[src/rtl/scan_mux_nch.sv]
// rtl/scan_mux_nch.sv - registered N-channel selector with manual select and masked auto-scan
//
// Optional build macro: SCAN_MUX_BLANK_EN
//   When defined, every auto-scan advance that changes cur_sel is followed by
//   two blanked cycles (dout=0, valid=0) before the new channel is driven.
//
// Ports:
//   clk          in   system clock, rising edge
//   rst          in   asynchronous, active-high reset
//   mode         in   0 = manual select, 1 = auto scan
//   sel_in       in   [SEL_W]      channel index used in manual mode
//   en_mask      in   [NCH]        per-channel auto-scan enable
//   din          in   [NCH*WIDTH]  flattened channel data, channel i at din[i*WIDTH +: WIDTH]
//   dout         out  [WIDTH]      registered selected data
//   cur_sel      out  [SEL_W]      index of the channel currently on dout
//   valid        out  dout holds live channel data
//   chan_strobe  out  one-cycle pulse on the cycle cur_sel takes a new value

module scan_mux_nch #(
    parameter int WIDTH  = 16,
    parameter int NCH    = 4,
    parameter int SEL_W  = 2,
    parameter int PERIOD = 50000
) (
    input  logic                   clk,
    input  logic                   rst,
    input  logic                   mode,
    input  logic [SEL_W-1:0]       sel_in,
    input  logic [NCH-1:0]         en_mask,
    input  logic [NCH*WIDTH-1:0]   din,
    output logic [WIDTH-1:0]       dout,
    output logic [SEL_W-1:0]       cur_sel,
    output logic                   valid,
    output logic                   chan_strobe
);

    // Smallest counter width that can hold PERIOD-1.
    localparam int PW = (PERIOD >= 2) ? $clog2(PERIOD) : 1;
    localparam logic [PW-1:0] PRESC_LAST = PW'(PERIOD - 1);

    // True when idx names a physically present channel.
    function automatic logic in_range(input logic [SEL_W-1:0] idx);
        logic r;
        r = 1'b0;
        for (int i = 0; i < NCH; i++) begin
            if (idx == SEL_W'(i)) begin
                r = 1'b1;
            end
        end
        return r;
    endfunction

    // Data of channel idx; zero for an index beyond the last channel.
    function automatic logic [WIDTH-1:0] chan_data(input logic [SEL_W-1:0]     idx,
                                                   input logic [NCH*WIDTH-1:0] bus);
        logic [WIDTH-1:0] r;
        r = '0;
        for (int i = 0; i < NCH; i++) begin
            if (idx == SEL_W'(i)) begin
                r = bus[i*WIDTH +: WIDTH];
            end
        end
        return r;
    endfunction

    // Enable bit of channel idx; zero for an index beyond the last channel.
    function automatic logic chan_en(input logic [SEL_W-1:0] idx,
                                     input logic [NCH-1:0]   mask);
        logic r;
        r = 1'b0;
        for (int i = 0; i < NCH; i++) begin
            if (idx == SEL_W'(i)) begin
                r = mask[i];
            end
        end
        return r;
    endfunction

    // Next enabled channel after base in circular order, excluding base itself.
    // The lowest enabled index above base wins; failing that, the lowest
    // enabled index below base (the wrap). With nothing else enabled, base holds.
    function automatic logic [SEL_W-1:0] next_enabled(input logic [SEL_W-1:0] base,
                                                      input logic [NCH-1:0]   mask);
        logic [SEL_W-1:0] r;
        logic             found;
        r     = base;
        found = 1'b0;
        for (int i = 0; i < NCH; i++) begin
            if (!found && mask[i] && (SEL_W'(i) > base)) begin
                r     = SEL_W'(i);
                found = 1'b1;
            end
        end
        for (int i = 0; i < NCH; i++) begin
            if (!found && mask[i] && (SEL_W'(i) < base)) begin
                r     = SEL_W'(i);
                found = 1'b1;
            end
        end
        return r;
    endfunction

    logic [PW-1:0]    presc_q;
    logic [PW-1:0]    presc_d;
    logic             mode_q;
    logic             tick;
    logic [SEL_W-1:0] sel_d;
    logic [WIDTH-1:0] dout_d;
    logic             valid_d;

`ifdef SCAN_MUX_BLANK_EN
    typedef enum logic [1:0] {
        ST_RUN,
        ST_BLANK1,
        ST_BLANK2
    } blank_state_t;

    blank_state_t state_q;
    blank_state_t state_d;
`endif

    always_comb begin
        presc_d = '0;
        tick    = 1'b0;
        sel_d   = cur_sel;
        dout_d  = '0;
        valid_d = 1'b0;
`ifdef SCAN_MUX_BLANK_EN
        state_d = ST_RUN;
`endif
        if (!mode) begin
            // Manual: follow sel_in directly; an absent channel reads as invalid zero.
            sel_d   = sel_in;
            dout_d  = chan_data(sel_in, din);
            valid_d = in_range(sel_in);
        end else begin
            if (!mode_q) begin
                // Entering auto: restart the slot, resume from the current
                // channel, or from channel 0 if the manual index was out of range.
                presc_d = '0;
                sel_d   = in_range(cur_sel) ? cur_sel : '0;
            end else begin
                tick    = (presc_q == PRESC_LAST);
                presc_d = tick ? '0 : presc_q + 1'b1;
                if (tick) begin
                    sel_d = next_enabled(cur_sel, en_mask);
                end
            end
            // A masked current channel blanks at once; it is left at the next tick.
            valid_d = chan_en(sel_d, en_mask);
            dout_d  = valid_d ? chan_data(sel_d, din) : '0;
`ifdef SCAN_MUX_BLANK_EN
            if (tick && (sel_d != cur_sel)) begin
                state_d = ST_BLANK1;
            end else if (state_q == ST_BLANK1) begin
                state_d = ST_BLANK2;
            end
            if (state_d != ST_RUN) begin
                dout_d  = '0;
                valid_d = 1'b0;
            end
`endif
        end
    end

    always_ff @(posedge clk or posedge rst) begin
        if (rst) begin
            presc_q     <= '0;
            mode_q      <= 1'b0;
            cur_sel     <= '0;
            dout        <= '0;
            valid       <= 1'b0;
            chan_strobe <= 1'b0;
`ifdef SCAN_MUX_BLANK_EN
            state_q     <= ST_RUN;
`endif
        end else begin
            presc_q     <= presc_d;
            mode_q      <= mode;
            cur_sel     <= sel_d;
            dout        <= dout_d;
            valid       <= valid_d;
            chan_strobe <= (sel_d != cur_sel);
`ifdef SCAN_MUX_BLANK_EN
            state_q     <= state_d;
`endif
        end
    end

endmodule

[config.mk]
export PLATFORM = sky130hd
export DESIGN_NAME = scan_mux_nch
export DESIGN_NICKNAME = d
export VERILOG_FILES = /design/src/rtl/scan_mux_nch.sv
export SDC_FILE = /design/constraint.sdc
export NUM_CORES = 1
export LEC_CHECK = 0
export ABC_AREA = 1
export CORE_UTILIZATION = 65
export DETAILED_ROUTE_END_ITERATION = 12
export DONT_BUFFER_PORTS = 1
export GPL_TIMING_DRIVEN = 0
export PLACE_DENSITY = 0.81
export SLEW_MARGIN = 15
export SYNTH_ARGS = -nofsm -noshare
export SYNTH_HDL_FRONTEND = slang
export SYNTH_SLANG_ARGS = --single-unit
export TNS_END_PERCENT = 30
[constraint.sdc]
create_clock -name clk -period 4.8 [get_ports clk]
set_clock_uncertainty 0.15 [all_clocks]
set_input_delay 0.48 -clock clk [delete_from_list [all_inputs] [get_ports clk]]
set_output_delay 0.48 -clock clk [all_outputs]
set_load 0.01 [all_outputs]
### Yosys cells after proc, flatten, opt, wreduce, memory -nomap -nowiden

Cells that the tools add are included.

| storage, ports and cells | value |
|---|---|
| bits in registers | 37 |
| latch bits | 0 |
| RAM bits | 0 |
| memory bits (read-only) | 0 |
| bits of input ports | 73 |
| output and inout port bits | 20 |
| logic and storage cells | 121 |
| memories | 0 |

| operators by class | value |
|---|---|
| $add $sub $neg | 1 |
| multipliers | 0 |
| divide/modulo/power cells | 0 |
| $lt $le $gt $ge | 8 |
| equality and inequality tests | 11 |
| shift operators | 0 |
| muxes and demuxes | 70 |
| bitwise operators | 0 |
| reduce and logical (&&, ||, !) cells | 25 |

Operators with widths:

| operator | count |
|---|---|
| two-way mux 16 bit | 13 |
| two-way mux 1 bit | 44 |
| two-way mux 2 bit | 13 |
| adder 16 x 1 -> 16 bit (second input constant) | 1 |
| equality test 16 bit (second input constant) | 1 |
| logical AND 1 bit | 15 |
| equality test 2 bit (second input constant) | 6 |
| logical NOT 1 bit | 7 |
| equality test 2 x 1 -> 1 bit (second input constant) | 3 |
| logical NOT 2 bit | 3 |
| greater-than comparator 1 x 2 -> 1 bit (first input constant) | 2 |
| greater-than comparator 2 bit (first input constant) | 2 |
| < comparator 1 x 2 -> 1 bit (first input constant) | 2 |
| < comparator 2 bit (first input constant) | 2 |
| != test 2 bit | 1 |

### Logic depth before layout (Yosys ltp)

Gate-level depths: netlist (run 1).

| logic depth | value |
|---|---|
| depth after elaboration | 63 |
| mapped depth | 18 |

### Least setup slack after synthesis (run 1)

OpenSTA, ideal clock, no wires.

| timing path | value |
|---|---|
| kind | reg2reg |
| start | reg presc_q[0] |
| end | reg dout[6] |
| library setup time | 121 ps |
| arrival time | 1815 ps |
| setup slack | 2713 ps |
| cell stages (with the launch flop) | 17 |
| buffers on the path | 1 |
| clock period less this slack | 2087 ps |
| cell sequence | dfrtp_1 -> ha_1 -> nand3_2 -> nor2_2 -> nand3_2 -> clkinv_1 -> nand2_4 -> inv_2 -> nand2_4 -> nand2_4 -> buf_6 -> nand2_2 -> or2_1 -> nand3_1 -> nand2_1 -> nand2_1 -> nand2_1 |

| on the way | value |
|---|---|
| cells in the longest elaborated chain, start to end | 12 |

Ends and longest elaborated chain:

| element | RTL line | source |
|---|---|---|
| start: declaration | 103 | `logic [PW-1:0] presc_q;` |
| start signal: assignment | 178 | `presc_q <= presc_d;` |
| equality test 16 bit * | 143 | `tick = (presc_q == PRESC_LAST);` |
| two-way mux 2 bit * | 145 | `if (tick) begin` |
| two-way mux 2 bit * | 137 | `if (!mode_q) begin` |
| two-way mux 2 bit * | 131 | `if (!mode) begin` |
| logical NOT 2 bit | 59, 72 |  |
| two-way mux 1 bit (4 in series) | 72 | `if (idx == SEL_W'(i)) begin` |
| two-way mux 1 bit | 131 |  |
| two-way mux 16 bit * | 151 | `dout_d = valid_d ? chan_data(sel_d, din) : '0;` |
| two-way mux 16 bit * | 131 |  |
| named net dout_d[6] | 108 | `logic [WIDTH-1:0] dout_d;` |
| end signal: assignment | 181 | `dout <= dout_d;` |
| end: declaration | 31 | `output logic [WIDTH-1:0] dout,` |

Mark *: on every way through the listed nets, which the timed path passes. The rest lies on a longest branch. The select of a mux whose other input is x is not followed.

### Worst setup path after layout (run 1)

| timing path | value |
|---|---|
| start | reg presc_q[0] |
| end | reg dout[0] |

Same word-level chain as after synthesis.

==> results of run 1 <==
[power groups by stage]
stage | clock network (mW) | logic (mW) | registers [mW]
floorplan | 0 | 0.165 | 0.360
global placement | 0 | 0.199 | 0.363
detailed placement | 0 | 0.205 | 0.363
CTS | 0.230 | 0.206 | 0.357
global route | 0.242 | 0.233 | 0.359
finish | 0.229 | 0.208 | 0.357
[worst max-delay path: stages (launching register included)]
cell      delay (ns)
dfrtp_1         0.37
ha_1            0.21
nand3_2         0.13
nor2_2          0.17
nand3_2         0.11
clkinv_1        0.08
nand2_4         0.06
inv_2           0.06
nand2_4         0.06
nand2_4         0.09
inv_2           0.11
o21ai_1         0.15
nand3_4         0.20
nand2_4         0.14
inv_4           0.06
nand2_1         0.07
nand2_1         0.05
[layout by cell type (no fill, tap or decap), drive strengths merged, types with 3 or more instances in the layout]
cell type  count
a21oi         11
buf            7
clkbuf        11
dfrtp         37
inv           85
nand2        121
nand3         55
nand4          4
nor2          42
nor3           4
o211ai        11
o21ai         28
o21bai         9
o221ai         5
o22ai          4
or2            4
xor2           3
[how the worst max path moves through the flow]
stage,startpoint,end,slack (ns)
6_report,presc_q[0]$_DFF_PP0_,dout[0]$_DFF_PP0_,2.41
5_1_grt,presc_q[0]$_DFF_PP0_,dout[8]$_DFF_PP0_,2.22
4_1_cts,presc_q[0]$_DFF_PP0_,dout[0]$_DFF_PP0_,2.41
3_5_place_dp,sel_in[1],dout[11]$_DFF_PP0_,2.36
3_3_place_gp,sel_in[1],dout[11]$_DFF_PP0_,2.37
2_1_floorplan,presc_q[0]$_DFF_PP0_,dout[6]$_DFF_PP0_,2.71
[routing by layer]
metal | routed length (um) | vias to the layer above | GRT usage, % | part of all wire [%]
li1 | - | 1449 | - | -
met1 | 3153 | 1340 | 39.33 | 42
met2 | 3625 | 152 | 54.70 | 48
met3 | 634 | 20 | 9.091 | 8.4
met4 | 170 | 0 | 12.67 | 2.2
met5 | 0 | - | 0 | 0
[through the flow]
stage	hold slack (ns)	util, %	setup WS, ns
6_report	0.04778	71.89	2.412
5_1_grt	0.05573	71.89	2.218
4_1_cts	0.06495	71.89	2.411
3_5_place_dp	0.3074	69.83	2.357
3_3_place_gp	0.3019	69.83	2.374
2_1_floorplan	0.2829	-	2.713
[cells by family after synthesis]
| family | synth area share (%) |
|---|---|
| compound gates | 17.45 |
| xor+xnor | 1.169 |
| fa+ha+maj | 0.4175 |
| buf+inv | 13.61 |
| flops | 30.90 |
| simple gates | 36.45 |
[flip-flops by register name, summed over array words and instances (netlist names)]
name and cells:
presc_q 16, cur_sel 2, mode_q 1, dout 16, chan_strobe 1, valid 1
[layout make-up]
type / count / area (um^2)
clock buffer: 6 / 82.58
clock inverter: 1 / 7.507
fill: 392 / 1232
sequential: 37 / 925.9
multi-input combinational: 313 / 1663
tap: 52 / 65.06
buffer: 12 / 78.83
inverter: 87 / 329.1
==> key figures, run 1 <==
Worst setup path
  – Critical R2R Launch: presc_q[0]$_DFF_PP0_
  – Crit. End Element: register
  – CP startpoint kind: register
  – Reg2reg setup slack: 2.41 ns
  – CP required: 4.83 ns
  – CP Class: reg -> reg
  – Reg-to-reg endpoint: dout[0]$_DFF_PP0_
  – Maximum fanout along the worst path: 9
  – CP arrival: 2.42 ns
  – Worst reg2reg path depth: 16

CTS
  – CTS root buffer: clkbuf_8
  – Post-CTS sizing: 0
  – CTS clk-pin slew, worst paths: 0.08 ns
  – Hold buffer count at CTS: 0
  – Max clock buf depth: 2
  – TritonCTS sink count: 37
  – Setup repair bufs after CTS: 0
  – Latest clock arrival within the worst-skew pair: 0.29 ns
  – CTS Buf Count: 5
  – Clock H-tree levels: 2
  – CTS tree: yes

Hold path
  – Hold crit path type: in -> async

STA
  – Final setup fails: 0
  – Setup TNS: 0 ns
  – Final Max Slew Viols: 0
  – RSZ-0062 raised after global routing: no
  – Slew Limit Headroom: 48.26%
  – Final period util: 49.75%
  – Crit path time final: 2.388 ns
  – Hold Violations, Final: 0
  – Worst-margin pin slew: 0.7749 ns
  – FMAX: 0.4188 GHz

Pwr
  – Internal power: 0.5208 mW
  – Combinational share of power: 26.2%
  – Sw Ratio: 34.43%
  – Max rail drop VDD: 132.8 uV
  – Clk pwr share: 28.9%
  – Net Sw Power: 0.2735 mW
  – Leak pwr: 1.689 nW
  – Reg power frac: 45.0%
  – Final Power: 0.7943 mW
  – Power Density: 252.0 nW/um^2

Placed design
  – Placer Congestion: 0.9377
  – Placed instance count: 501
  – Dpl cell area: 3062 um^2
  – DPL Wire Length: 5591 um
  – Buffers on Ports: 0

Synthesis
  – Post-Syn Nets: 523
  – Most common cell in the synthesized netlist: nand2_1
  – Average cell area after synthesis: 6.674 um^2
  – Distinct cells, synth: 41
  – Post-synthesis sequential area ratio: 30.90%
  – Yosys reg bits: 37
  – Dominant cell type by area after synthesis: dfrtp_1
  – Ys Warns: 0
  – Ranking of synthesized cells by area: dfrtp_1 (31%), nand2_1 (14%), inv_1 (9.5%)
  – Top cells by count, synth: nand2_1 (113), inv_1 (76), nand3_1 (48), dfrtp_1 (37), nor2_1 (37)
  – Mapped Cells: 449
  – EDFF count, synth: 0
  – Mapped cell area: 2997 um^2
  – Synth Flop Type: dfrtp_1
  – Post-synthesis async set-or-reset flop share: 100.0%
  – Post-synth top area share: 30.90%

Global routing
  – Total gr overflow: 0
  – Largest net degree at the start of global routing: 38
  – Vias in the first global route: 2826
  – First-pass GRT wire length: 12700 um
  – Initial antenna violation count: 0
  – Tot GR Track Use: 32.52%

Die
  – DIE AREA: 4886 um^2
  – Floorplan row count: 24
  – Die height: 69.90 um
  – Die X: 69.90 um
  – Num ports: 93
  – Total core area: 4384 um^2
  – Initial core utilization: 68.35%

Detailed routing
  – Avg WL per Cell: 14.93 um
  – DR DRC count: 0
  – Antenna Violating Nets Remaining: 0
  – Drt pass-1 iters: 5
  – DR vias: 2961
  – Post-Route WL: 7583 um
  – Initial drt markers: 219
  – DR vias/cell: 5.829

Status
  – Status: complete, no violations

Finish
  – Synth-to-Final Area Change: 5.177%
  – Finished Layout Cells: 508
  – Post-route cell area: 3152 um^2
  – Layout cells sized above 1: 12.72%
  – Final net count: 530
  – Ant diodes: 0

Flow run
  – Total of max-cap violations: 0
No activity file was read; power rests on OpenSTA's default activity.
==> inputs of run 2 (changes only) <==
--- a/config.mk
+++ b/config.mk
@@ -6,11 +6,11 @@
 export NUM_CORES = 1
 export LEC_CHECK = 0
 export ABC_AREA = 1
-export CORE_UTILIZATION = 65
+export CORE_UTILIZATION = 58
 export DETAILED_ROUTE_END_ITERATION = 12
 export DONT_BUFFER_PORTS = 1
 export GPL_TIMING_DRIVEN = 0
-export PLACE_DENSITY = 0.81
+export PLACE_DENSITY = 0.76
 export SLEW_MARGIN = 15
 export SYNTH_ARGS = -nofsm -noshare
 export SYNTH_HDL_FRONTEND = slang
==> constraint.sdc (replaced) <==
create_clock -name clk -period 2.1 [get_ports clk]
set_clock_uncertainty 0.15 [all_clocks]
set_input_delay 0.21 -clock clk [delete_from_list [all_inputs] [get_ports clk]]
set_output_delay 0.21 -clock clk [all_outputs]
set_load 0.01 [all_outputs]
==> run 2 against run 1 <==
  * The flow now finishes with violations (negative setup slack)
  * Combinational power increased to 2.8 times the previous value
  * Routed wire length increased by 12%
  * Non-clock buffer count increased by 31
  * Worst hold slack got worse by 0.034 ns
  * Maximum frequency increased by 8.8%
  * Sequential cell count unchanged
  * Utilization increased by 3.2 points
  * Register-to-register slack got worse by 2.5 ns
  * Sequential share of layout area decreased by 3.9 points
  * Die area increased by 12%
  * Critical path depth decreased by 1
  * Sequential power increased by 130%
  * Largest cell class unchanged
  * Highest routed layer unchanged
==> key figures, run 2 (synthesis results as in run 1) <==
Die
  – Floorplan row count: 25
  – Die height: 73.88 um
  – Die X: 73.88 um
  – Num ports: 93
  – DIE AREA: 5458 um^2
  – Initial core utilization: 61.81%
  – Total core area: 4848 um^2

Pwr
  – Leak pwr: 1.877 nW
  – Power Density: 566.7 nW/um^2
  – Final Power: 2.063 mW
  – Max rail drop VDD: 391.7 uV

Status
  – Failing checks: negative setup slack
  – Status: finished, violations left

Detailed routing
  – Post-Route WL: 8495 um
  – DR vias: 3165
  – Drt pass-1 iters: 5
  – Antenna Violating Nets Remaining: 0
  – Initial drt markers: 206
  – DR DRC count: 0
  – DR vias/cell: 5.703
  – Avg WL per Cell: 15.31 um

STA
  – Slew Limit Headroom: 60.51%
  – Final period util: 104.5%
  – Hold slack: 0.01426 ns
  – Crit path time final: 2.195 ns
  – Final Max Slew Viols: 0
  – Hold Violations, Final: 0
  – Final setup fails: 16
  – FMAX: 0.4556 GHz
  – Worst-margin pin slew: 0.5924 ns
  – RSZ-0062 raised after global routing: yes
  – Setup WS post-layout: -0.09470 ns

Global routing
  – Vias in the first global route: 2935
  – Total gr overflow: 0
  – Largest net degree at the start of global routing: 30
  – Tot GR Track Use: 33.32%
  – Initial antenna violation count: 0
  – First-pass GRT wire length: 13830 um

Worst setup path
  – Crit. End Element: register
  – Worst reg2reg path depth: 15
  – Critical R2R Launch: cur_sel[1]$_DFF_PP0_
  – CP startpoint kind: register
  – CP max stage delay: 0.47 ns
  – CP Buf/Inv Count: 4
  – Capture point of the worst path: dout[4]$_DFF_PP0_
  – Maximum fanout along the worst path: 8
  – CP required: 2.18 ns
  – Crit. path cell count: 15
  – Critical Path Start: cur_sel[1]$_DFF_PP0_
  – CP top delay family: simple AND/OR/NAND/NOR gates
  – CP arrival: 2.28 ns
  – Reg2reg setup slack: -0.09 ns
  – CP cell instances: nor2_4 > nand2_2 > nand2_2 > a21oi_4 > nand3_2 > nand2_4 > inv_2 > nand2_4 > nand2_8 > buf_6 > nor2_4 > inv_1 > nand2_1 > inv_1 > o21bai_2
  – Worst path slowest cell: dfrtp_2
  – Reg-to-reg endpoint: dout[4]$_DFF_PP0_
  – CP Class: reg -> reg

Finish
  – Largest regs: dout x16, presc_q x16, cur_sel x2
  – Layout cells sized above 1: 18.65%
  – Commonest non-fill, non-tap cell in the layout: nand2_1
  – Post-route cell area: 3641 um^2
  – Synth-to-Final Area Change: 21.50%
  – Ant diodes: 0
  – Most frequent cells in the layout: nand2_1 (111), inv_1 (75), nand3_1 (48)
  – Final net count: 561
  – Fill cell total of the finished layout: 384
  – Final core occ: 75.10%
  – Finished Layout Cells: 555

CTS
  – CTS clk-pin slew, worst paths: 0.09 ns
  – CTS root buffer: clkbuf_8
  – TritonCTS sink count: 37
  – Latest clock arrival within the worst-skew pair: 0.30 ns
  – Clock H-tree levels: 2
  – CTS Buf Count: 5
  – Max clock buf depth: 2
  – CTS tree: yes

Placed design
  – DPL Wire Length: 5875 um
  – Placer Congestion: 0.9220
  – Placed instance count: 517
  – Dpl cell area: 3100 um^2
  – Buffers on Ports: 0

Hold path
  – Hold crit path type: in -> reg
  – Hold path cells: 4

Flow run
  – Total of max-cap violations: 0
-- run 2: changes by cell type in the layout (fill, tap and decap cells not counted), sizes merged --
cell,delta
buf,+16
dlygate4sd3,+15
bufinv,+1
clkbuf,-1
clkinv,+1
-- run 2: where the power goes --
| part | switching [mW] | leakage [nW] | internal (mW) |
|---|---|---|---|
| clock network | 0.296 | 0.0543 | 0.356 |
| logic | 0.345 | 1.34 | 0.246 |
| registers | 0.0557 | 0.480 | 0.765 |
-- run 2: worst min-delay path, stage by stage --
cell and delay, ns:
inv_1 0.05, nand2_1 0.05, nand2_1 0.07, o21ai_2 0.05
-- run 2: repair_timing --
item,in CTS,in global routing
buffers inserted,13,0
pin swaps,12,2
resized for setup,21,14
cloned,2,0
hold buffers,15,0
endpoints found under the setup margin,20,22
hold endpoints to repair,48,0
-- run 2: final cells by class --
cell class,instances,area [um^2],share of cell area [%]
buffer,12,97.59,2.680
clock buffer,5,68.82,1.890
clock inverter,3,46.29,1.271
inverter,87,335.3,9.210
multi-input combinational,313,1752,48.11
sequential,37,928.4,25.50
tap,67,83.83,2.302
timing repair buffer,31,329.1,9.038
-- run 2: worst min path at each step --
| stage | from | to |
|---|---|---|
| 3_5_place_dp | rst | dout[2]$_DFF_PP0_ |
| 2_1_floorplan | mode | mode_q$_DFF_PP0_ |
| 4_1_cts | din[53] | dout[5]$_DFF_PP0_ |
| 3_3_place_gp | mode | mode_q$_DFF_PP0_ |
| 6_report | din[53] | dout[5]$_DFF_PP0_ |
| 5_1_grt | din[53] | dout[5]$_DFF_PP0_ |
-- run 2: per-stage QoR --
stage | setup slack (ns) | TNS (ns)
6_report | -0.09470 | -1.150
5_1_grt | -0.2312 | -3.805
4_1_cts | -0.08650 | -1.014
3_5_place_dp | -0.2553 | -3.822
3_3_place_gp | -0.1996 | -2.796
2_1_floorplan | 0.01341 | 0
-- run 2: routing by layer --
layer  track usage [%]  vias up  wire length [um]
li1                  -     1517                 -
met1             40.89     1466              3275
met2             57.29      158              4266
met3             7.270       24               747
met4             11.75        0               206
met5                 0        -                 0
